**src/rtl/snn_decoder_pkg.sv**
```systemverilog
// Shared constants and output-register state type for the spike-rate decoder.
package snn_decoder_pkg;

    localparam int unsigned DEF_NUM_CH     = 2;
    localparam int unsigned DEF_WIN        = 64;
    localparam int unsigned DEF_CNT_W      = 8;
    localparam int unsigned DEF_MIN_SPIKES = 4;

    typedef enum logic {
        DEC_EMPTY = 1'b0,
        DEC_FULL  = 1'b1
    } dec_state_e;

endpackage

```
**src/rtl/spike_counter.sv**
```systemverilog
// Per-channel saturating spike counter; cnt_inc is the count including this cycle's spike.
module spike_counter
    import snn_decoder_pkg::*;
#(
    parameter int unsigned CNT_W = DEF_CNT_W
) (
    input  logic             clk,
    input  logic             rst,
    input  logic             en,
    input  logic             inc,
    input  logic             clr,
    output logic [CNT_W-1:0] cnt_inc
);

    logic [CNT_W-1:0] cnt_q;
    logic [CNT_W-1:0] cnt_d;
    logic             sat;

    always_comb begin
        sat     = &cnt_q;
        cnt_inc = cnt_q;
        if (en && inc && !sat) begin
            cnt_inc = cnt_q + CNT_W'(1);
        end
        // clr marks the closing cycle: its spike is reported via cnt_inc, then dropped
        cnt_d = clr ? '0 : cnt_inc;
    end

    always_ff @(posedge clk) begin
        if (!rst) begin
            cnt_q <= '0;
        end else begin
            cnt_q <= cnt_d;
        end
    end

endmodule

```
**src/rtl/spike_rate_decoder.sv**
```systemverilog
// Windowed spike-rate decoder with argmax winner and valid/ready output register.
// Tie behaviour: define SPIKE_RATE_DECODER_TIE_HOLD_EN to repeat the last non-tie decision.
module spike_rate_decoder
    import snn_decoder_pkg::*;
#(
    parameter int unsigned NUM_CH     = DEF_NUM_CH,
    parameter int unsigned WIN        = DEF_WIN,
    parameter int unsigned CNT_W      = DEF_CNT_W,
    parameter int unsigned MIN_SPIKES = DEF_MIN_SPIKES
) (
    input  logic                      clk,
    input  logic                      rst,
    input  logic                      en,
    input  logic [NUM_CH-1:0]         spike_in,
    output logic                      dec_valid,
    input  logic                      dec_ready,
    output logic                      dec_hit,
    output logic [$clog2(NUM_CH)-1:0] dec_idx,
    output logic [CNT_W-1:0]          dec_count,
    output logic                      ovr,
    input  logic                      clr_ovr
);

    localparam int unsigned      WIN_W    = $clog2(WIN);
    localparam int unsigned      IDX_W    = $clog2(NUM_CH);
    localparam logic [WIN_W-1:0] WIN_LAST = WIN_W'(WIN - 1);

    logic [WIN_W-1:0] win_q, win_d;
    logic             win_end;

    logic [CNT_W-1:0] cnt_inc [NUM_CH];
    logic [CNT_W-1:0] max_cnt;
    logic [IDX_W-1:0] max_idx;
    logic             tie;
    logic             below;
    logic             res_hit;
    logic [IDX_W-1:0] res_idx;

    dec_state_e       state_q, state_d;
    logic             hit_q, hit_d;
    logic [IDX_W-1:0] idx_q, idx_d;
    logic [CNT_W-1:0] count_q, count_d;
    logic             ovr_q, ovr_d;

    always_comb begin
        win_end = en && (win_q == WIN_LAST);
        win_d   = win_q;
        if (win_end) begin
            win_d = '0;
        end else if (en) begin
            win_d = win_q + WIN_W'(1);
        end
    end

    always_ff @(posedge clk) begin
        if (!rst) begin
            win_q <= '0;
        end else begin
            win_q <= win_d;
        end
    end

    for (genvar g = 0; g < NUM_CH; g++) begin : g_ch
        spike_counter #(
            .CNT_W (CNT_W)
        ) u_cnt (
            .clk     (clk),
            .rst     (rst),
            .en      (en),
            .inc     (spike_in[g]),
            .clr     (win_end),
            .cnt_inc (cnt_inc[g])
        );
    end

    // Lowest index wins the running max; any later equal count flags a tie on that max.
    always_comb begin
        max_cnt = cnt_inc[0];
        max_idx = '0;
        tie     = 1'b0;
        for (int unsigned i = 1; i < NUM_CH; i++) begin
            if (cnt_inc[i] > max_cnt) begin
                max_cnt = cnt_inc[i];
                max_idx = IDX_W'(i);
                tie     = 1'b0;
            end else if (cnt_inc[i] == max_cnt) begin
                tie = 1'b1;
            end
        end
        below = 32'(max_cnt) < MIN_SPIKES;
    end

`ifdef SPIKE_RATE_DECODER_TIE_HOLD_EN
    logic             held_hit_q, held_hit_d;
    logic [IDX_W-1:0] held_idx_q, held_idx_d;

    always_comb begin
        res_hit = 1'b0;
        res_idx = '0;
        if (!below && !tie) begin
            res_hit = 1'b1;
            res_idx = max_idx;
        end else if (!below) begin
            res_hit = held_hit_q;
            res_idx = held_idx_q;
        end
        // Below-threshold results count as decisions and overwrite the held one
        held_hit_d = held_hit_q;
        held_idx_d = held_idx_q;
        if (win_end && (below || !tie)) begin
            held_hit_d = res_hit;
            held_idx_d = res_idx;
        end
    end

    always_ff @(posedge clk) begin
        if (!rst) begin
            held_hit_q <= 1'b0;
            held_idx_q <= '0;
        end else begin
            held_hit_q <= held_hit_d;
            held_idx_q <= held_idx_d;
        end
    end
`else
    always_comb begin
        res_hit = 1'b0;
        res_idx = '0;
        if (!below && !tie) begin
            res_hit = 1'b1;
            res_idx = max_idx;
        end
    end
`endif

    always_comb begin
        state_d = state_q;
        hit_d   = hit_q;
        idx_d   = idx_q;
        count_d = count_q;
        ovr_d   = ovr_q;
        if (clr_ovr) begin
            ovr_d = 1'b0;
        end
        unique case (state_q)
            DEC_EMPTY: begin
                if (win_end) begin
                    state_d = DEC_FULL;
                end
            end
            DEC_FULL: begin
                // A new result replaces the pending one; it is an overrun only if not taken
                if (win_end) begin
                    if (!dec_ready) begin
                        ovr_d = 1'b1;
                    end
                end else if (dec_ready) begin
                    state_d = DEC_EMPTY;
                end
            end
        endcase
        if (win_end) begin
            hit_d   = res_hit;
            idx_d   = res_idx;
            count_d = max_cnt;
        end
    end

    always_ff @(posedge clk) begin
        if (!rst) begin
            state_q <= DEC_EMPTY;
            hit_q   <= 1'b0;
            idx_q   <= '0;
            count_q <= '0;
            ovr_q   <= 1'b0;
        end else begin
            state_q <= state_d;
            hit_q   <= hit_d;
            idx_q   <= idx_d;
            count_q <= count_d;
            ovr_q   <= ovr_d;
        end
    end

    assign dec_valid = (state_q == DEC_FULL);
    assign dec_hit   = hit_q;
    assign dec_idx   = idx_q;
    assign dec_count = count_q;
    assign ovr       = ovr_q;

endmodule

```
**config.mk**
```make
export PLATFORM = sky130hd
export DESIGN_NAME = spike_rate_decoder
export DESIGN_NICKNAME = d
export VERILOG_FILES = /design/src/rtl/snn_decoder_pkg.sv /design/src/rtl/spike_counter.sv /design/src/rtl/spike_rate_decoder.sv
export SDC_FILE = /design/constraint.sdc
export NUM_CORES = 1
export LEC_CHECK = 0
export CAP_MARGIN = 20
export CELL_PAD_IN_SITES_DETAIL_PLACEMENT = 2
export CELL_PAD_IN_SITES_GLOBAL_PLACEMENT = 2
export CORE_UTILIZATION = 37
export CTS_CLUSTER_SIZE = 25
export DETAILED_ROUTE_END_ITERATION = 7
export GPL_TIMING_DRIVEN = 0
export PLACE_DENSITY = 0.89
export SLEW_MARGIN = 20
export SYNTH_ARGS = -nofsm -noshare
export SYNTH_HDL_FRONTEND = slang
export SYNTH_HIERARCHICAL = 1
export SYNTH_SLANG_ARGS = --single-unit
```
**constraint.sdc**
```tcl
create_clock -name clk -period 6.7 [get_ports clk]
set_input_delay 1.34 -clock clk [delete_from_list [all_inputs] [get_ports clk]]
set_output_delay 1.34 -clock clk [all_outputs]
set_load 0.05 [all_outputs]
```
== Word-level counts from Yosys, hierarchy flattened ==
Index checks and enable logic that the tools add are counted.
Operators by class
  $add $sub $neg: 3
  muxes and demuxes: 16
  eq/ne operators: 2
  reduce and logical (&&, ||, !) cells: 13
  bitwise gates (word level): 2
  $lt $le $gt $ge: 2
Operators with widths (count)
  2-to-1 mux 8 bit: 3
  adder 8 x 1 -> 8 bit (second input constant): 2
  AND reduction 8 bit: 2
  2-to-1 mux 1 bit: 12
  equality test 8 bit: 1
  greater-than comparator 8 bit: 1
  less-than comparator 8 x 3 -> 1 bit (second input constant): 1
  adder 6 x 1 -> 6 bit (second input constant): 1
  equality test 6 bit (second input constant): 1
  logical AND 1 bit: 6
  zero test 1 bit: 4
  inverter 1 bit: 2
  one-hot mux 1 bit (2 select lines): 1
  OR reduction 2 bit: 1
Word-level totals
  word-level logic and storage cells: 46
  input port bits: 7
  register bits after elaboration: 34

== Depth between registers and ports, before layout ==
Gate-level depths: netlist of the first run.
  depth in word-level cells: 10
  mapped depth: 13
  gate-level depth less buffers: 12

== By module ==
The synthesis of the first run kept the hierarchy.
By module, submodules not included
  spike_rate_decoder: seq. area each 360.3 um^2, instances 1, cells an instance 127, area each 1067.3 um^2
  spike_counter: seq. area each 160.2 um^2, instances 2, cells an instance 49, area each 435.4 um^2

== Worst setup path after synthesis of the first run ==
No wires, ideal clock.
  kind: input to register
  start: input port en
  end: register count_q[0] (netlist: dec_count[0])
  cell stages on the path: 11
  arrival: 3.174 ns
  path slack: 3.400 ns
  setup time: 0.126 ns
  path through: and2_2 > nand2_2 > a2111oi_2 > nor2_1 > ha_1 > nand4_2 > or2_1 > and2_4 > buf_6 > o21ai_1 > a31oi_1
RTL lines
  start, declared: line spike_rate_decoder.sv:13  | input logic en,
  end signal, assigned: line spike_rate_decoder.sv:180  | count_q <= count_d;
  end, declared: line spike_rate_decoder.sv:42  | logic [CNT_W-1:0] count_q, count_d;

==> results.json, run 1 <==
{
  "synth-warning-count": 6,
  "final_cell_mix": "dfxtp_1, clkdlybuf4s50_1, a21oi_1",
  "vias": 1826,
  "die_w_um": 74.4,
  "cp-end-kind": "register",
  "hold_class": "reg2reg",
  "min_from": "dec_hit$_SDFFE_PN0P_",
  "syn-instance-count": 225,
  "seq_area_frac_synth_pct": 35.1,
  "dr.pass1.iters": 4,
  "slowest_delay_ns": 0.58,
  "slew_headroom_pct": 52.9,
  "worstPathMaxFanout": 8,
  "r2r_end": "dec_count[4]$_SDFFE_PN0P_",
  "cts_tree": "yes",
  "layout_commonest_cell": "dfxtp_1",
  "dieArea_um2": 5530,
  "synth_nets": 243,
  "area_growth_pct": 19.4,
  "grt_max_degree": 12,
  "crit_arrival_ns": 4.44,
  "htreeDepth": 2,
  "min_period_ns": 4.24,
  "via_per_inst": 5.76,
  "r2r_cells": 11,
  "cts_root_buffer": "clkbuf_8",
  "critPathCapture": "dec_count[4]$_SDFFE_PN0P_",
  "critPathLaunchType": "primary input",
  "post_cts.repair.setup_buffers": 0,
  "fin_hold_ws_ns": 0.476,
  "finalHoldViolCount": 0,
  "powerDensity_nw_per_um2": 202,
  "nets": 268,
  "fin_crit_sh_pct": 63.3,
  "grt.overflow.total": 0,
  "fp-row-count": 25,
  "grt.total_usage_pct": 24.9,
  "detail_route.wl_per_cell_um": 19.8,
  "fmaxAchievable_ghz": 0.236,
  "r2r_setup_slack_ns": 3.44,
  "slowest_stage": "clkdlybuf4s50_1",
  "clock_latency_ns": 0.29,
  "drc": 0,
  "post_cts_resized": 0,
  "synth-async-reset-ratio_pct": 0,
  "gp_congestion": 0.776,
  "grt_setup_unrepaired": "no",
  "slew_viol_final": 0,
  "antennaDiodeCount": 0,
  "synth_area_per_cell_um2": 8.61,
  "worst_pin_slew_ns": 0.705,
  "synth_edf_count": 0,
  "port_buffers": 18,
  "first_iter_violations": 46,
  "ctsHoldBuffers": 0,
  "crit_chain": "clkdlybuf4s50_1 -> and4_2 -> o211ai_1 -> xnor2_1 -> inv_1 -> ha_1 -> nand4_2 -> nor2_1 -> a211oi_2 -> o21ai_1 -> a31oi_1",
  "grt_pass1_wl_um": 10000,
  "io_pins": 19,
  "setup_viol": 0,
  "maxCapViolations": 0,
  "clk_pin_slew_ns": 0.07,
  "drive_gt1_share_pct": 14.0,
  "grt_pass1_vias": 1967,
  "critPathLaunch": "en",
  "hpwl_um": 4800,
  "synth_cell_types": 47,
  "die_h_um": 74.4,
  "r2r-start": "g_ch[0].u_cnt/cnt_q[0]$_SDFF_PP0_",
  "max-clock-path-buffers": 2,
  "setup_tns_ns": 0,
  "fp.coreArea_um2": 4880,
  "synth_area_um2": 1940,
  "routed_wl_um": 6280,
  "ys_top_cells_by_area": "dfxtp_1, ha_1, and2_1",
  "start_util_pct": 39.7,
  "synthFlopType": "dfxtp_1",
  "required_ns": 6.90,
  "drtAntennaViolNets": 0,
  "yosysTopAreaCellShare_pct": 35.1,
  "path_class": "in2reg",
  "clock_sinks": 34,
  "clock_skew_ns": 0.00799,
  "p_leak_nw": 0.876,
  "synth_seq_cells": 34,
  "yosysTopAreaCell": "dfxtp_1",
  "cts_buffers": 5,
  "ir_drop_uv": 94.3,
  "antenna_found_initial": 0,
  "outcome": "finished, final reports clean"
}
[metrics by stage]
stage	util (%)	instances	setup WS (ns)	area (um2)	total power, mW
floorplan	-	225	3.40	1940	0.254
global placement	45.1	310	2.48	2200	0.270
detailed placement	45.1	310	2.38	2200	0.273
CTS	47.4	317	2.49	2310	0.471
global route	47.4	317	2.30	2310	0.486
finish	47.4	317	2.46	2310	0.467
[sequential cells by signal (all words and copies together) (netlist names)]
register / cells
g_ch.u_cnt/cnt_q: 16
dec_count: 8
win_q: 6
dec_hit: 1
dec_idx: 1
dec_valid: 1
ovr: 1
[cells by family after synthesis]
| kind of cell | share of synthesized area [%] |
|---|---|
| AOI/OAI and AO/OA | 21.1 |
| xor gates and xnor gates | 3.62 |
| adders and majority gates | 7.10 |
| buffers and inverters | 4.45 |
| DFF | 35.1 |
| muxes | 1.68 |
| and+or+nand+nor | 26.9 |
[where the power goes]
part	total, mW	internal [mW]	switching [mW]
Clock	0.195	0.119	0.0755
Combinational	0.0649	0.0244	0.0404
Sequential	0.208	0.205	0.00304
[worst min-delay path by stage]
stage                                  to  slack, ns  cells after the start
finish               dec_hit$_SDFFE_PN0P_       0.48                      1
global route         dec_hit$_SDFFE_PN0P_       0.49                      1
CTS                  dec_hit$_SDFFE_PN0P_       0.48                      1
detailed placement   dec_hit$_SDFFE_PN0P_       0.46                      1
global placement     dec_hit$_SDFFE_PN0P_       0.46                      1
floorplan           win_q[5]$_SDFFE_PP0P_       0.46                      2
[cell type report]
type,instances,area [um2]
well taps,67,83.8
fillers,571,2560
plain buffers,7,48.8
multi-input cells,174,1170
flip-flops and latches,34,681
inverters,10,37.5
repair buffers,18,180
clock inverters,1,30.0
clock buffers,6,82.6
[per-layer routing]
layer | vias to the layer above | wire length (um) | share of wire [%] | global-route usage (%)
met5 | - | 0 | 0 | 0
met4 | 0 | 135 | 2.1 | 7.76
met3 | 14 | 181 | 2.9 | 5.96
met2 | 29 | 3260 | 52 | 45.4
met1 | 911 | 2700 | 43 | 28.5
li1 | 872 | - | - | -
[synth_stat cells (2+ instances only)]
| master | number |
|---|---|
| xnor2_1 | 7 |
| o211ai_1 | 2 |
| o21ai_1 | 9 |
| a41oi_1 | 4 |
| mux2_2 | 2 |
| o21ai_0 | 12 |
| inv_1 | 10 |
| nor2b_1 | 2 |
| nor3_1 | 3 |
| and2_2 | 2 |
| and2_1 | 14 |
| nand2b_1 | 3 |
| nor3b_1 | 2 |
| nand3_1 | 14 |
| nor2_1 | 10 |
| and4_2 | 4 |
| nand2_2 | 3 |
| a21oi_1 | 16 |
| a31oi_1 | 8 |
| buf_2 | 3 |
| and3_1 | 6 |
| buf_6 | 2 |
| a2111oi_2 | 2 |
| nand2_1 | 10 |
| o21ai_2 | 2 |
| a32o_1 | 2 |
| dfxtp_1 | 34 |
| or3_1 | 3 |
| nand4_1 | 6 |
| ha_1 | 11 |
[critical path, delay by kind of cell]
kind / cells / cell delay (ns)
AO/OA/AOI/OAI: 4 / 1.05
buffers and inverters: 2 / 0.74
AND/OR/NAND/NOR: 3 / 0.56
XOR/XNOR: 1 / 0.41
adder cells (fa/ha/maj): 1 / 0.32
Power figures use the tool's default switching activity.
==> run 2, diff against run 1 <==
--- a/config.mk
+++ b/config.mk
@@ -8,11 +8,11 @@
 export CAP_MARGIN = 20
 export CELL_PAD_IN_SITES_DETAIL_PLACEMENT = 2
 export CELL_PAD_IN_SITES_GLOBAL_PLACEMENT = 2
-export CORE_UTILIZATION = 37
+export CORE_UTILIZATION = 34
 export CTS_CLUSTER_SIZE = 25
 export DETAILED_ROUTE_END_ITERATION = 7
 export GPL_TIMING_DRIVEN = 0
-export PLACE_DENSITY = 0.89
+export PLACE_DENSITY = 0.83
 export SLEW_MARGIN = 20
 export SYNTH_ARGS = -nofsm -noshare
 export SYNTH_HDL_FRONTEND = slang
==> constraint.sdc (replaced) <==
create_clock -name clk -period 4.38 [get_ports clk]
set_input_delay 0.876 -clock clk [delete_from_list [all_inputs] [get_ports clk]]
set_output_delay 0.876 -clock clk [all_outputs]
set_load 0.05 [all_outputs]
==> run 2 against run 1 <==
  * Setup slack worse by 1.7 ns
  * Hold slack improved by 0.0049 ns
  * Total power increased by 40%
  * Core utilization decreased by 5.6 points
  * Via count fell by 0.49%
  * Register-to-register slack worse by 2.1 ns
  * Highest routed layer unchanged
  * Largest cell class unchanged
  * Sequential power up 53%
  * Combinational power rose by 44%
  * Sequential share of layout area increased by 0.14 points
  * Wire length decreased by 7.4%
==> results.json, run 2 (synthesized netlist as in run 1, its figures left out) <==
{
  "fin_crit_sh_pct": 83.0,
  "cts_tree": "yes",
  "dieArea_um2": 6010,
  "grt_setup_unrepaired": "no",
  "clock_latency_ns": 0.29,
  "required_ns": 4.54,
  "worst_pin_slew_ns": 0.561,
  "multiInputGateArea_um2": 1170,
  "via_per_inst": 5.63,
  "p_leak_nw": 0.865,
  "slew_viol_final": 0,
  "cp-end-kind": "register",
  "hold_class": "reg2reg",
  "worstPathMaxFanout": 8,
  "grt.total_usage_pct": 20.8,
  "fp-row-count": 27,
  "io_pins": 19,
  "min_period_ns": 3.63,
  "powerDensity_nw_per_um2": 283,
  "layout.area.seq_um2": 681,
  "clock_skew_ns": 0.0116,
  "critPathLaunchType": "primary input",
  "final_cell_mix": "dfxtp_1, clkdlybuf4s50_1, a21oi_1",
  "antenna_found_initial": 0,
  "slew_headroom_pct": 62.5,
  "largest_register_ffs": 16,
  "layout_commonest_cell": "dfxtp_1",
  "drive_gt1_share_pct": 14.3,
  "r2r_setup_slack_ns": 1.35,
  "setup_tns_ns": 0,
  "ir_drop_uv": 122,
  "antennaDiodeCount": 0,
  "fmaxAchievable_ghz": 0.275,
  "grt_pass1_vias": 1931,
  "setup_viol": 0,
  "drtAntennaViolNets": 0,
  "cts_root_buffer": "clkbuf_8",
  "start_util_pct": 35.2,
  "die_h_um": 77.5,
  "crit_arrival_ns": 3.80,
  "max-clock-path-buffers": 2,
  "grt_max_degree": 12,
  "holdPathStages": 1,
  "outcome": "finished, final reports clean",
  "die_w_um": 77.5,
  "detail_route.wl_per_cell_um": 18.0,
  "hpwl_um": 4430,
  "first_iter_violations": 32,
  "htreeDepth": 2,
  "regMostFlops": "g_ch.u_cnt/cnt_q",
  "finalHoldViolCount": 0,
  "holdPathEnd": "dec_hit$_SDFFE_PN0P_",
  "grt.overflow.total": 0,
  "post_cts_resized": 0,
  "r2r_cells": 12,
  "path_class": "in2reg",
  "cts_buffers": 5,
  "clock_sinks": 34,
  "ctsHoldBuffers": 0,
  "area_growth_pct": 18.9,
  "routed_wl_um": 5820,
  "fp.coreArea_um2": 5510,
  "post_cts.repair.setup_buffers": 0,
  "gp_congestion": 0.795,
  "vias": 1817,
  "r2r_end": "dec_count[0]$_SDFFE_PN0P_",
  "dr.pass1.iters": 6,
  "port_buffers": 18,
  "maxCapViolations": 0,
  "nets": 268,
  "nFillCells": 643,
  "r2r-start": "g_ch[0].u_cnt/cnt_q[0]$_SDFF_PP0_",
  "drc": 0,
  "min_from": "dec_hit$_SDFFE_PN0P_",
  "finish.utilization_pct": 41.8,
  "clk_pin_slew_ns": 0.07,
  "grt_pass1_wl_um": 9740
}
[run 2: cell count changes in the layout (fill, tap and decap cells not counted)]
cell,before,now
bufinv_16,1,0
clkinvlp_4,0,1
clkinv_2,0,1
[run 2: worst max-delay path by stage]
stage / cells after the start / from / to / slack [ns]
6_report: 12 / en / dec_count[0]$_SDFFE_PN0P_ / 0.75
5_1_grt: 10 / en / dec_count[0]$_SDFFE_PN0P_ / 0.54
4_1_cts: 12 / en / dec_count[5]$_SDFFE_PN0P_ / 0.76
3_5_place_dp: 12 / en / dec_hit$_SDFFE_PN0P_ / 0.50
3_3_place_gp: 12 / en / dec_count[7]$_SDFFE_PN0P_ / 0.55
2_1_floorplan: 11 / en / dec_count[0]$_SDFFE_PN0P_ / 1.54
[run 2: worst max-delay path, cell delays in order]
cell	delay, ns
clkdlybuf4s50_1	0.54
and4_2	0.33
nor3b_1	0.14
a21oi_1	0.47
inv_1	0.10
ha_1	0.34
nand4_2	0.15
or2_1	0.30
and2_4	0.15
buf_6	0.13
o21ai_1	0.15
a31oi_1	0.12
[run 2: through the flow]
step	power, mW	instance area [um2]	instances	worst slack [ns]	hold WS [ns]
floorplan	0.389	1940	225	1.54	0.458
global placement	0.412	2210	315	0.553	0.460
detailed placement	0.417	2210	315	0.498	0.466
CTS	0.660	2300	323	0.759	0.488
global route	0.688	2300	323	0.538	0.511
finish	0.653	2300	323	0.747	0.481
[run 2: report_power, final]
group          total [mW]  internal, mW  leakage, nW  switching, mW
logic              0.0932        0.0374        0.544         0.0558
clock network       0.241         0.126       0.0472          0.115
registers           0.318         0.313        0.275        0.00451
[run 2: layout make-up]
type / instances / area share, %
Sequential cell: 34 / 29.5
Timing Repair Buffer: 18 / 7.82
Tap cell: 72 / 3.91
Clock buffer: 6 / 3.59
Multi-Input combinational cell: 174 / 50.8
Buffer: 7 / 2.12
Inverter: 10 / 1.63
Clock inverter: 2 / 0.543
[run 2: layer usage]
metal	track usage [%]	routed length, um
met5	0	0
met4	7.74	112
met3	3.41	176
met2	35.8	2910
met1	25.9	2620
==> edit 1: new RTL, settings of run 2 <==
Set the package constant `DEF_WIN` to 32 (it was 64).
--- a/src/rtl/snn_decoder_pkg.sv
+++ b/src/rtl/snn_decoder_pkg.sv
@@ -2,7 +2,7 @@
 package snn_decoder_pkg;
 
     localparam int unsigned DEF_NUM_CH     = 2;
-    localparam int unsigned DEF_WIN        = 64;
+    localparam int unsigned DEF_WIN        = 32;
     localparam int unsigned DEF_CNT_W      = 8;
     localparam int unsigned DEF_MIN_SPIKES = 4;
 
Check against the original RTL: no difference found for any inputs over 10 cycles, from zero or initial values and one cycle with rst low; that may be too few to reach the edited logic, so the function may still have changed.
==> edit 1 against run 2 <==
  * Area after synthesis fell by 3.4%
  * Sequential cell count decreased by 1
  * Global-route usage down 1.2 points
  * Setup slack got worse by 0.033 ns
  * Design area fell by 2.7%
  * Cell count is 4.3% lower
  * Core utilization grew 1.2 points
  * Worst hold slack better by 0.0012 ns
  * Register-to-register slack worse by 0.06 ns
  * Routed wire length down 7.0%
  * Clock power is 4% higher
  * Power shrank 0.14%
==> edit 1: results (changes against run 2) <==
run_status:
  outcome: "finished, final reports clean"
final_layout:
  inverters_excl_clock: 14  # +4
  fillers: 606  # -5.8%
  multi_input_area_share_pct: 50.8  # about the same
  multi_input_cells: 163  # -6.3%
  num-nets-final: 257  # -4.1%
  drive_gt1_share_pct: 11.3  # -3.0 points
  buffers: 21  # -16%
  clkbuf_count: 7  # +1
global_route:
  grt_use_met3_pct: 3.23  # -0.18 points
  grt_pass1_wl_um: 9000  # -7.6%
  grt_usage_pct: 19.6  # -1.2 points
  grt_use_met2_pct: 34.1  # -1.7 points
logic_synthesis:
  ys_seq_area_share_pct: 35.3  # +0.15 points
  synth_nets: 232  # -4.5%
routing:
  wl_met2_um: 2700  # -7.1%
  drt_iter0_markers: 64  # +100%
  vias: 1714  # -5.7%
  wirelength_um: 5410  # -7.0%
worst_hold_path:
  hold_path_end: "dec_idx$_SDFFE_PN0P_"
setup_path:
  slowest_delay_ns: 0.60  # +0.06 ns
  rr_endpoint: "dec_hit$_SDFFE_PN0P_"
  cp.arrival_ns: 3.84  # +0.04 ns
placed_design:
  dp_hpwl_um: 4110  # -7.4%
power_and_ir_drop:
  ir_drop_uv: 129  # +6.0%
edit 1: power breakdown:
| group | total [mW] | internal, mW | switching [mW] |
|---|---|---|---|
| Sequential | 0.308 | 0.304 | 0.00432 |
| Combinational | 0.0921 | 0.0394 | 0.0528 |
| Clock | 0.251 | 0.142 | 0.109 |
edit 1: worst max-delay path by stage:
stage | cells past startpoint | slack (ns) | end | startpoint
2_1_floorplan | 12 | 1.51 | dec_hit$_SDFFE_PN0P_ | en
3_3_place_gp | 12 | 0.52 | dec_hit$_SDFFE_PN0P_ | en
3_5_place_dp | 12 | 0.50 | dec_count[2]$_SDFFE_PN0P_ | en
4_1_cts | 12 | 0.67 | dec_hit$_SDFFE_PN0P_ | en
5_1_grt | 12 | 0.47 | dec_hit$_SDFFE_PN0P_ | en
6_report | 12 | 0.71 | dec_hit$_SDFFE_PN0P_ | en
edit 1: worst register-to-register path: cells and delay by family (launching register included):
kind                     cells  cell delay [ns]
AND/OR/NAND/NOR              5             1.20
buffers and inverters        1             0.10
AO/OA/AOI/OAI                3             0.32
XOR/XNOR                     1             0.41
flip-flops                   1             0.39
adder cells (fa/ha/maj)      2             0.56
edit 1: logic make-up after synthesis:
logic type | Yosys count | share of synthesized area (%)
buffers and inverters | 17 | 3.87
xor gates and xnor gates | 5 | 2.34
adders and majority gates | 12 | 8.02
and+or+nand+nor | 79 | 25.5
AOI/OAI and AO/OA | 57 | 19.6
DFF | 33 | 35.3
muxes | 10 | 5.48
edit 1: through the flow:
step | instances | instance area [µm²] | hold slack [ns] | total power, mW
floorplan | 213 | 1870 | 0.513 | 0.380
global placement | 301 | 2140 | 0.457 | 0.403
detailed placement | 301 | 2140 | 0.476 | 0.407
CTS | 309 | 2240 | 0.490 | 0.661
global route | 309 | 2240 | 0.522 | 0.680
finish | 309 | 2240 | 0.483 | 0.652
==> edit 2: new RTL, config.mk and constraints of run 2 <==
Without the edit above. Put one more register stage on the output `dec_count`, cleared by the reset. The value now appears one clock later. The other outputs are not delayed to match.
--- a/src/rtl/spike_rate_decoder.sv
+++ b/src/rtl/spike_rate_decoder.sv
@@ -185,7 +185,13 @@
     assign dec_valid = (state_q == DEC_FULL);
     assign dec_hit   = hit_q;
     assign dec_idx   = idx_q;
-    assign dec_count = count_q;
+    always_ff @(posedge clk) begin
+        if (!rst) begin
+            dec_count <= '0;
+        end else begin
+            dec_count <= count_q;
+        end
+    end
     assign ovr       = ovr_q;
 
 endmodule
Behaviour: same outputs for any inputs over 10 cycles, from zero or initial values and one cycle with rst low; that may be too few to reach the edited logic, so the function may still have changed.
==> edit 2 against run 2 <==
  * Power rose by 11%
  * Setup slack got worse by 0.022 ns
  * Routed wire length is 2.9% higher
  * Sequential cell count rose by 8
  * Die area rose by 11%
  * Sequential share of layout area grew 4.0 points
  * Critical path depth is 1 higher
  * Design area rose by 8.7%
  * Area after synthesis increased by 11%
  * Clock power about the same
==> edit 2: results (changes against run 2) <==
routing:
  wire_per_inst_um: 17.5  # -2.8%
  wirelength_um: 5980  # +2.9%
  first_pass_iters: 4  # -2
  drt_iter0_markers: 49  # +53%
  vias: 1904  # +4.8%
clock_tree:
  cts.sinks: 42  # +24%
  cts_resized: 0  # unchanged
  cts_setup_buffers: 0  # unchanged
  clock_path_buffers: 2  # unchanged
  htree_levels: 2  # unchanged
worst_hold_path:
  hold_class: "flip-flop to flip-flop"
  hold_path_end: "dec_count[4]$_SDFF_PN0_"
  hold_depth: 1  # unchanged
  holdCritStartpoint: "count_q[4]$_SDFFE_PN0P_"
placed_design:
  placed_cells: 335  # +6.3%
  dp_hpwl_um: 4690  # +5.9%
  routabilityCongestion: 0.752  # -5.4%
final_layout:
  buffers: 26  # +4.0%
  multi_input_cells: 182  # +4.6%
  seq_share_pct: 33.6  # +4.0 points
  clk_share_pct: 3.15  # -0.98 points
  antenna_cells: 0  # unchanged
  num-nets-final: 285  # +6.3%
  drive_gt1_share_pct: 13.1  # -1.2 points
  fillers: 689  # +7.2%
  multi_input_area_share_pct: 48.8  # -2.1 points
  buffer_area_share_pct: 9.29  # -0.65 points
logic_synthesis:
  synthDistinctLibCells: 47  # unchanged
  synth_nets: 260  # +7.0%
  yosys-top-cells-area: "dfxtp_1 39%, and2_1 6.4%, ha_1 6.4%, a21oi_1 3.7%, nand3_1 3.3%"
  synthTopCellsByCount: "42 x dfxtp_1, 22 x and2_1, 16 x a21oi_1"
  ys_seq_area_share_pct: 39.1  # +4.0 points
  synth_cells: 242  # +7.6%
power_and_ir_drop:
  ir_drop_uv: 130  # +6.4%
  power.leakage_nw: 0.952  # +10%
setup_path:
  ff2ff_setup_slack_ns: 1.41  # +0.06 ns
  crit_end: "dec_hit$_SDFFE_PN0P_"
  cp.arrival_ns: 3.85  # +0.05 ns
  worstPathMaxFanout: 10  # +2
  reg2reg_depth: 12  # unchanged
  rr_endpoint: "count_q[4]$_SDFFE_PN0P_"
global_route:
  grt_usage_pct: 19.7  # -1.1 points
  grt_max_degree: 13  # +1
  grt_pass1_wl_um: 9850  # +1.1%
  grt_pass1_vias: 2002  # +3.7%
run_status:
  outcome: "finished, final reports clean"
sta:
  fin_skew_ns: 0.00394  # -0.00766 ns
  worst_pin_slew_ns: 0.573  # +0.0121 ns
==> edit 2: changes by cell type after synthesis, sizes merged <==
cell	before	now
clkbuf	1	2
dfxtp	34	42
and2	17	25
==> edit 2: routing by layer <==
metal | wire [µm] | share of wire (%) | GRT usage, % | up-vias
li1 | - | - | - | 922
met1 | 2720 | 45 | 23.4 | 959
met2 | 3080 | 51 | 35.7 | 15
met3 | 116 | 1.9 | 3.33 | 8
met4 | 76 | 1.3 | 6.43 | 0
met5 | 0 | 0 | 0 | -
==> edit 2: critical path, stage by stage <==
cell and delay, ns:
clkdlybuf4s50_1 0.66, and2_2 0.26, nand2_2 0.08, or3_1 0.40, nand2_1 0.14, inv_1 0.08
ha_1 0.33, nand4_1 0.16, nor2_1 0.20, a211o_1 0.17, buf_4 0.19, nand3_2 0.08
a32o_1 0.22
==> edit 2: where the power goes <==
part           switching [mW]  internal (mW)
Clock                   0.134          0.107
Combinational          0.0555         0.0370
Sequential            0.00468          0.386
Total                   0.194          0.530
==> edit 2: logic make-up (layout without fill, tap and decap cells) <==
| group | Yosys count | in the layout | share of synthesized area, % |
|---|---|---|---|
| flip-flops | 42 | 42 | 39.1 |
| adder cells (fa/ha/maj) | 11 | 11 | 6.40 |
| AND/OR/NAND/NOR | 97 | 97 | 26.6 |
| multiplexers | 3 | 3 | 1.51 |
| buffers and inverters | 18 | 43 | 4.19 |
| XOR/XNOR | 8 | 8 | 3.26 |
| AO/OA/AOI/OAI | 63 | 63 | 19.0 |
==> edit 2: through the flow <==
stage                     hold WS [ns]  cell area [µm²]  setup WS [ns]
final                            0.460             2500          0.725
after global routing             0.490             2500          0.557
after CTS                        0.464             2500          0.712
after detailed placement         0.444             2430          0.455
after global placement           0.438             2430          0.533
after floorplan                  0.424             2150           1.54
